<file path="src/rtl/gpio_reg_pkg.sv">
// Shared offsets, FSM state encoding and offset legality check for the GPIO register arbiter.
package gpio_reg_pkg;

    localparam logic [7:0] GPIO_DATA_OFF = 8'h00;
    localparam logic [7:0] GPIO_DIR_OFF  = 8'h04;
    localparam logic [7:0] GPIO_READ_OFF = 8'h08;

    typedef enum logic [1:0] {
        IDLE  = 2'd0,
        ISSUE = 2'd1,
        WAIT  = 2'd2,
        RESP  = 2'd3
    } state_t;

    // READ is an input-pin snapshot, so writing it is rejected like an unknown offset.
    function automatic logic offset_legal(input logic we, input logic [7:0] addr);
        logic ok;
        case (addr)
            GPIO_DATA_OFF, GPIO_DIR_OFF: ok = 1'b1;
            GPIO_READ_OFF:               ok = ~we;
            default:                     ok = 1'b0;
        endcase
        return ok;
    endfunction

endpackage

</file>
<file path="src/rtl/gpio_reg_arbiter_arb.sv">
// Two-way round-robin grant: on contention the requester that did not win last time is picked.
module gpio_rr_arb2 (
    input  logic [1:0] req,
    input  logic       last_grant,
    output logic [1:0] grant
);

    always_comb begin
        grant = req;
        if (req == 2'b11) begin
            grant = last_grant ? 2'b01 : 2'b10;
        end
    end

endmodule

</file>
<file path="src/rtl/gpio_reg_arbiter.sv">
// Shares one GPIO register IP between a CPU (m0) and a pattern/DMA engine (m1),
// one transaction at a time, with round-robin arbitration and offset checking.
//
//  state | meaning
//  IDLE  | arbitrate, latch the winner, reject illegal offsets straight to RESP
//  ISSUE | one cycle of gpio_en with the latched address/data
//  WAIT  | read only: hold en for RD_LAT cycles, capture data_out on the last one
//  RESP  | one-cycle ack (and err) to the granted requester
module gpio_reg_arbiter
    import gpio_reg_pkg::*;
#(
    parameter int RD_LAT = 1
) (
    input  logic        clk,
    input  logic        rst,
    input  logic        m0_req,
    input  logic        m0_we,
    input  logic [7:0]  m0_addr,
    input  logic [31:0] m0_wdata,
    output logic        m0_ack,
    output logic        m0_err,
    output logic [31:0] m0_rdata,
    input  logic        m1_req,
    input  logic        m1_we,
    input  logic [7:0]  m1_addr,
    input  logic [31:0] m1_wdata,
    output logic        m1_ack,
    output logic        m1_err,
    output logic [31:0] m1_rdata,
    output logic        gpio_en,
    output logic        gpio_wr,
    output logic [7:0]  gpio_addr_offset,
    output logic [31:0] gpio_data_in,
    input  logic [31:0] gpio_data_out
);

    localparam logic [1:0] WAIT_LOAD = 2'(RD_LAT - 1);

    state_t      state;
    logic        last_grant;
    logic        lat_we;
    logic        lat_gnt;
    logic [1:0]  wait_cnt;
    logic [1:0]  grant;
    logic        sel_m1;
    logic        req_we;
    logic [7:0]  req_addr;
    logic [31:0] req_wdata;

    gpio_rr_arb2 u_arb (
        .req        ({m1_req, m0_req}),
        .last_grant (last_grant),
        .grant      (grant)
    );

    assign sel_m1    = grant[1];
    assign req_we    = sel_m1 ? m1_we    : m0_we;
    assign req_addr  = sel_m1 ? m1_addr  : m0_addr;
    assign req_wdata = sel_m1 ? m1_wdata : m0_wdata;

    always_ff @(posedge clk) begin
        if (rst) begin
            state            <= IDLE;
            last_grant       <= 1'b1;
            lat_we           <= 1'b0;
            lat_gnt          <= 1'b0;
            wait_cnt         <= 2'd0;
            m0_ack           <= 1'b0;
            m0_err           <= 1'b0;
            m0_rdata         <= 32'h0;
            m1_ack           <= 1'b0;
            m1_err           <= 1'b0;
            m1_rdata         <= 32'h0;
            gpio_en          <= 1'b0;
            gpio_wr          <= 1'b0;
            gpio_addr_offset <= 8'h0;
            gpio_data_in     <= 32'h0;
        end else begin
            m0_ack <= 1'b0;
            m1_ack <= 1'b0;
            m0_err <= 1'b0;
            m1_err <= 1'b0;
            case (state)
                IDLE: begin
                    if (|grant) begin
                        lat_gnt    <= sel_m1;
                        lat_we     <= req_we;
                        last_grant <= sel_m1;
                        if (offset_legal(req_we, req_addr)) begin
                            state            <= ISSUE;
                            gpio_en          <= 1'b1;
                            gpio_wr          <= req_we;
                            gpio_addr_offset <= req_addr;
                            gpio_data_in     <= req_wdata;
                        end else begin
                            state  <= RESP;
                            m0_ack <= ~sel_m1;
                            m0_err <= ~sel_m1;
                            m1_ack <= sel_m1;
                            m1_err <= sel_m1;
                        end
                    end
                end
                ISSUE: begin
                    gpio_wr <= 1'b0;
                    if (lat_we) begin
                        state   <= RESP;
                        gpio_en <= 1'b0;
                        m0_ack  <= ~lat_gnt;
                        m1_ack  <= lat_gnt;
                    end else begin
                        state    <= WAIT;
                        wait_cnt <= WAIT_LOAD;
                    end
                end
                WAIT: begin
                    // Down-counter reaching zero marks the cycle the IP data is valid.
                    if (wait_cnt == 2'd0) begin
                        state   <= RESP;
                        gpio_en <= 1'b0;
                        m0_ack  <= ~lat_gnt;
                        m1_ack  <= lat_gnt;
                        if (lat_gnt) begin
                            m1_rdata <= gpio_data_out;
                        end else begin
                            m0_rdata <= gpio_data_out;
                        end
                    end else begin
                        wait_cnt <= wait_cnt - 2'd1;
                    end
                end
                RESP: begin
                    state <= IDLE;
                end
                default: begin
                    state <= IDLE;
                end
            endcase
        end
    end

endmodule

</file>
<file path="config.mk">
export PLATFORM = sky130hd
export DESIGN_NAME = gpio_reg_arbiter
export DESIGN_NICKNAME = d
export VERILOG_FILES = /design/src/rtl/gpio_reg_pkg.sv /design/src/rtl/gpio_reg_arbiter_arb.sv /design/src/rtl/gpio_reg_arbiter.sv
export SDC_FILE = /design/constraint.sdc
export NUM_CORES = 1
export LEC_CHECK = 0
export BUFFER_PORTS_ARGS = -buffer_cell sky130_fd_sc_hd__buf_2
export CAP_MARGIN = 30
export CORE_UTILIZATION = 47
export CTS_BUF_LIST = sky130_fd_sc_hd__clkbuf_4 sky130_fd_sc_hd__clkbuf_8 sky130_fd_sc_hd__clkbuf_16
export DETAILED_ROUTE_END_ITERATION = 8
export PLACE_DENSITY = 0.8
export SLEW_MARGIN = 10
export SYNTH_ARGS = -nofsm -noshare
export SYNTH_HDL_FRONTEND = slang
export SYNTH_HIERARCHICAL = 1
export SYNTH_SLANG_ARGS = --single-unit
export TNS_END_PERCENT = 30
</file>
<file path="constraint.sdc">
create_clock -name clk -period 2.38 [get_ports clk]
set_input_delay 0.357 -clock clk [delete_from_list [all_inputs] [get_ports clk]]
set_output_delay 0.357 -clock clk [all_outputs]
set_load 0.03 [all_outputs]
</file>
Word-level counts from Yosys, hierarchy flattened
Index checks and enable logic that the tools add are counted.
- word-level logic and storage cells: 84
- bits in registers: 117
- input bits: 118
- $add $sub $neg: 1
- bitwise gates (word level): 4
- reductions and logical operators: 17
- muxes and demuxes: 35
- equality and inequality tests: 12
- operators with widths (operator ; number):
    two-way mux 32 bit ; 1
    two-way mux 1 bit ; 19
    AND reduction 3 bit ; 5
    two-way mux 2 bit ; 7
    inequality test 2 bit, second input constant ; 6
    one-hot mux 1 bit (3 select lines) ; 3
    == test 8 x 3 -> 1 bit, second input constant ; 1
    == test 8 x 4 -> 1 bit, second input constant ; 1
    logical NOT 8 bit ; 1
    two-way mux 8 bit ; 1
    one-hot mux 2 bit (4 select lines) ; 1
    == test 2 bit, second input constant ; 3
    OR reduction 2 bit ; 3
    AND reduction 5 bit ; 1
    logical NOT 2 bit ; 2
    NOT 1 bit ; 4
    one-hot mux 1 bit (2 select lines) ; 2
    one-hot mux 2 bit (2 select lines) ; 1
    AND reduction 2 bit ; 2
    nonzero test 2 bit ; 2
    nonzero test 3 bit ; 1
    == test 2 x 1 -> 1 bit, second input constant ; 1
    subtractor 2 x 1 -> 2 bit, second input constant ; 1

Logic depth before layout (Yosys ltp)
- word-level depth: 12
- gate-level depth with buffers: 8
- gate-level depth less buffers: 6

Cells and area by module
The synthesis kept the hierarchy.
- by module, submodules not included (module ; area an instance (sq um) ; times used ; cells an instance ; sequential area each (sq um)):
    gpio_reg_arbiter ; 5002.3 ; 1 ; 554 ; 2342.2
    gpio_rr_arb2 ; 18.8 ; 1 ; 3 ; 0.0

Worst setup path before layout
Ideal clock, no wire load.
- kind: register -> register
- start: register state[0]
- end: register gpio_en
- path slack: 0.575 ns
- stages on the path, launching flop included: 8
- library setup time: 0.122 ns
- clock period less this slack: 1.805 ns
- required time: 2.258 ns
- arrival: 1.683 ns
- buffers on the path: 1
- path through: dfxtp_1 inv_1 ha_1 buf_2 nor2b_1 a2111oi_1 mux2i_1 nand3_1
- word-level cells in the longest chain between the ends: 3
- elaborated cells on any way between the ends: 10
- those cells by class: 6 x eq/ne; 1 x mux; 3 x reduce/logical
- RTL lines (what ; line ; text):
    from (decl) ; gpio_reg_arbiter.sv:39 ; state_t state;
    from (signal assigned) ; gpio_reg_arbiter.sv:63 ; state <= IDLE;
    from (signal assigned) ; gpio_reg_arbiter.sv:90 ; state <= ISSUE;
    from (signal assigned) ; gpio_reg_arbiter.sv:96 ; state <= RESP;
    == test 2 bit (tied with other cells) ; gpio_reg_arbiter.sv:83 ; case (state)
    inequality test 2 bit (no line) or nonzero test 3 bit (tied branches) ; - ;
    AND reduction 5 bit (no line) ; - ;
    to (signal assigned) ; gpio_reg_arbiter.sv:74 ; gpio_en <= 1'b0;
    to (signal assigned) ; gpio_reg_arbiter.sv:91 ; gpio_en <= 1'b1;
    to (signal assigned) ; gpio_reg_arbiter.sv:108 ; gpio_en <= 1'b0;
    to (decl) ; gpio_reg_arbiter.sv:30 ; output logic gpio_en,
Several ways; a longest one is shown, not always the timed one.
A chain may end at the register's enable or synchronous reset.

Worst setup path after layout
- start: register last_grant
- end: register gpio_data_in[0]
- word-level cells in the longest chain between the ends: 10
- elaborated cells on any way between the ends: 16
- those cells by class: 2 x eq/ne; 9 x mux; 1 x bitwise; 4 x reduce/logical
- RTL lines (what ; line ; text):
    from (decl) ; gpio_reg_arbiter.sv:40 ; logic last_grant;
    from (signal assigned) ; gpio_reg_arbiter.sv:88 ; last_grant <= sel_m1;
    two-way mux 2 bit * ; gpio_reg_arbiter_arb.sv:11 ; grant = last_grant ? 2'b01 : 2'b10;
    two-way mux 2 bit * ; gpio_reg_arbiter_arb.sv:10 ; if (req == 2'b11) begin
    named net grant[1] ; gpio_reg_arbiter.sv:44 ; logic [1:0] grant;
    two-way mux 8 bit ; gpio_reg_arbiter.sv:58 ; assign req_addr = sel_m1 ? m1_addr : m0_addr;
    == test 8 x 3 -> 1 bit or logical NOT 8 bit (tied branches) ; gpio_reg_pkg.sv:18 ; case (addr)
    OR reduction 2 bit ; gpio_reg_pkg.sv:18 ;
    one-hot mux 1 bit (2 select lines) ; gpio_reg_pkg.sv:18 ;
    two-way mux 1 bit ; gpio_reg_arbiter.sv:85 ; if (|grant) begin
    two-way mux 1 bit ; gpio_reg_arbiter.sv:83 ;
    two-way mux 1 bit ; gpio_reg_arbiter.sv:62 ; if (rst) begin
    AND reduction 3 bit (no line) ; - ;
    to (signal assigned) ; gpio_reg_arbiter.sv:94 ; gpio_data_in <= req_wdata;
    to (decl) ; gpio_reg_arbiter.sv:33 ; output logic [31:0] gpio_data_in,
The timed path passes the listed nets; every way through them passes the cells marked *. The select of a mux whose other input is x is not followed.

==> metrics.md <==
| Metric | Value |
|---|---|
| Effective utilization at floorplan | 48.64% |
| Final Hold Fails | 0 |
| Remaining number of nets flagged by the antenna check after routing | 0 |
| Synthesized instance count | 557 |
| Highest clock frequency the design can meet | 478.0 MHz |
| Worst slack at placement | 204.2 ps |
| Clock H-tree levels | 4 |
| Peak per-stage delay on the critical path | 360 ps |
| Static power due to leakage | 2.977 nW |
| Clock latency at the later pin of the worst-skew pair | 510 ps |
| Die height | 105.4 um |
| Worst path slowest cell | sky130_fd_sc_hd__a21boi_4 |
| Average cell area after synthesis | 9.014 um^2 |
| Unrepaired setup endpoints after global routing | false |
| Routing usage on met3 | under 10% |
| Routed length per instance | between 15 and 20 um |
| Share of total power in the clock network | ~37% |
| Antenna violations before repair | 0 |
| Area growth syn-to-layout | 35.19% |
| Fraction of final layout cells with drive strength greater than 1 | 41.18% |
| Count of unique library cells instantiated by Yosys | 45 |
| Total clock buffers created by CTS | 17 |
| Total I/O pin count | 228 |
| Die Area | 11100 um^2 |
| Maximum fanout count along the critical path | 29 |
| Relative contribution of sequential cells to total power | 35.4% |
| Transition time at the pin with the least slew margin | 580.7 ps |
| Fin crit share | roughly 88% |
| Post-synthesis sequential element count | approximately 120 |
| Final setup fails | 0 |
| Clock slew at the register clock pins of the worst setup and hold paths | 60 ps |
| Endpoint type of the worst setup path | flip-flop |
| Placed wire-length estimate after detailed placement | 9.807 mm |
| Number of synthesized flops with an enable pin | 0 |
| Met1 global-route usage | 28.47% |
| CTS Root Buffer Type | sky130_fd_sc_hd__clkbuf_8 |
| Share of flip-flops with an asynchronous set or reset after synthesis | 0% |
| Residual DRC count | 0 |
| Cell area after synthesis | 5021 um^2 |
| Number of cells upsized or downsized after cts | 0 |
| Number of vias per cell | 5.380 |
| CTS tree | yes |
| Dominant register cell in the synthesized netlist | sky130_fd_sc_hd__dfxtp_1 |
| Commonest non-fill, non-tap cells in the layout | 226 x sky130_fd_sc_hd__buf_2, 135 x sky130_fd_sc_hd__nand2_1, 117 x sky130_fd_sc_hd__dfxtp_1 |
| Number of inserted diodes | 0 |
| Psw | 2.185 mW |
| Final WL | 13.79 mm |
| Areal power density over the cells | 950.8 nW/um^2 |
| Nets@finish | 894 |
| Floorplan row count | 37 |
| Global routing met2 resource utilization | 41.54% |
| Count of input and output buffers | 227 |
| Post-layout worst setup margin | 288.0 ps |
| Total number of vias | 4939 |
| Vias in the first global route | 4738 |
| Most common cell after layout, fill and taps aside | sky130_fd_sc_hd__buf_2 |
| Critical Path AT | 2510 ps |
| Total Neg Setup Slack | 0 ps |
| Global-route wire length before repair | 21.91 mm |
| Switching share of total power | between 30% and 40% |
| Critical Path, Cell by Cell | a21boi_4, nor3b_2, o221a_1, buf_4, a31oi_1, a211oi_2 |
| Grt ovf | 0 |
| Pin count of the biggest net entering global routing | 66 |
| Outcome | finished clean |
| Startpoint kind of the worst setup timing path | flip-flop |
| Maxcap violations | 0 |
| Number of DRC violations after detailed-routing iteration 0 | approximately 230 |
| Share of the yosys chip area belonging to registers | 46.65% |
| Worst supply voltage drop on vdd | about 580 uV |
| Max-slew violation count | 0 |
| Register-to-register setup slack | approximately 290 ps |
| Post-CTS Setup Inserts | 0 |
| GR Util All Layers | 24.75% |
| Combinational share of power | 27.7% |
| Post-Syn Nets | 681 |
| Die boundary width | about 110 um |
| Critical setup path kind | reg -> reg |
| Layer with the highest usage after global routing | met2 |
| Time the final worst path needs with I/O delays and setup | roughly 2100 ps |
| Max Root-Sink Buffers | 2 |
| Drt first pass iters | 4 |
| Clock tree skew after final layout | 13.45 ps |
| Cell internal power dissipation | 4.268 mW |
| Global placement routability congestion | 0.7882 |
| Required time of the critical path | 2790 ps |
| Remaining max-slew budget at the tightest pin | 61.19% |
| Number of clock sinks seen by CTS | 117 |
| CTS Hold Buffers Added | 0 |
| CORE AREA | 10320 um^2 |
| YS warnings | 6 |
| Min-Delay Path Class | in -> reg |
## flip-flops by register name (all words and copies together) (netlist names)
signal / cells
gpio_addr_offset: 8
lat_we: 1
wait_cnt: 2
m1_rdata: 32
state: 2
gpio_data_in: 32
m0_rdata: 32
lat_gnt: 1
gpio_wr: 1
last_grant: 1
m1_ack: 1
m0_err: 1
gpio_en: 1
m1_err: 1
m0_ack: 1
## power groups by stage
stage               clock network, mW  registers [mW]  logic (mW)
finish                           2.38            2.29        1.79
global route                     2.52            2.31        1.94
CTS                              2.42            2.29        1.79
detailed placement                  0            2.32        1.78
global placement                    0            2.31        1.73
floorplan                           0            2.65       0.912
## cell families (layout without fill, tap and decap cells)
kind of cell | Yosys count | in the layout | share of synthesized area, %
AND/OR/NAND/NOR | 180 | 180 | 15.75
AO/OA/AOI/OAI | 161 | 161 | 23.18
multiplexers | 35 | 35 | 6.977
buffers and inverters | 58 | 283 | 5.956
flip-flops | 117 | 117 | 46.65
adder cells (fa/ha/maj) | 6 | 6 | 1.495
## Yosys cell counts (all sizes together), types with 3 or more instances
master	number	area [um^2]
clkbuf	27	101.4
ha	6	75.07
inv	9	33.78
a211oi	34	420.4
nor2b	4	25.02
nor3b	7	87.58
a21oi	69	345.3
o21ai	6	30.03
nand2	135	506.7
o31ai	3	27.52
buf	22	163.9
a31oi	34	212.7
nor3	7	40.04
dfxtp	117	2342
mux2i	35	350.3
nor2	14	52.55
nand3	4	20.02
## routing by layer
metal  up-vias  part of all wire, %
li1       2382                    -
met1      2305                   40
met2       219                   50
met3        33                  7.9
met4         0                  2.4
met5         -                    0
## final cells by class
cell class,count,area (um^2)
tap,136,170.2
multi-input combinational,382,2400
fill,809,3536
timing repair buffer,243,1284
inverter,9,33.78
clock buffer,21,450.4
clock inverter,10,107.6
sequential,117,2342
## metrics by stage
stage | cells | power [mW] | hold WS [ps] | cell area [um^2] | utilization (%)
final | 918 | 6.454 | 96.50 | 6788 | 65.75
after global routing | 918 | 6.767 | 84.52 | 6788 | 65.75
after CTS | 918 | 6.491 | 76.48 | 6788 | 65.75
after detailed placement | 887 | 4.101 | 443.9 | 6230 | 60.34
after global placement | 887 | 4.046 | 439.5 | 6230 | 60.34
after floorplan | 557 | 3.563 | 448.2 | 5021 | -
## worst max-delay path: cells and delay by family, from the launching register on
| kind | cells | cell delay (ps) |
|---|---|---|
| AO/OA/AOI/OAI | 4 | 1030 |
| flip-flops | 1 | 350 |
| AND/OR/NAND/NOR | 1 | 280 |
| buffers and inverters | 1 | 320 |
## path summary, 6_finish.rpt
check	start	cells past startpoint	to
worst max-delay path	last_grant$_SDFFE_PP1P_	6	gpio_data_in[0]$_SDFFE_PP0P_
worst min-delay path	gpio_data_out[5]	3	m0_rdata[5]$_SDFFE_PP0P_
worst max register to register	last_grant$_SDFFE_PP1P_	6	gpio_data_in[0]$_SDFFE_PP0P_
worst min register to register	m1_rdata[16]$_SDFFE_PP0P_	2	m1_rdata[16]$_SDFFE_PP0P_
Power figures use the tool's default switching activity.
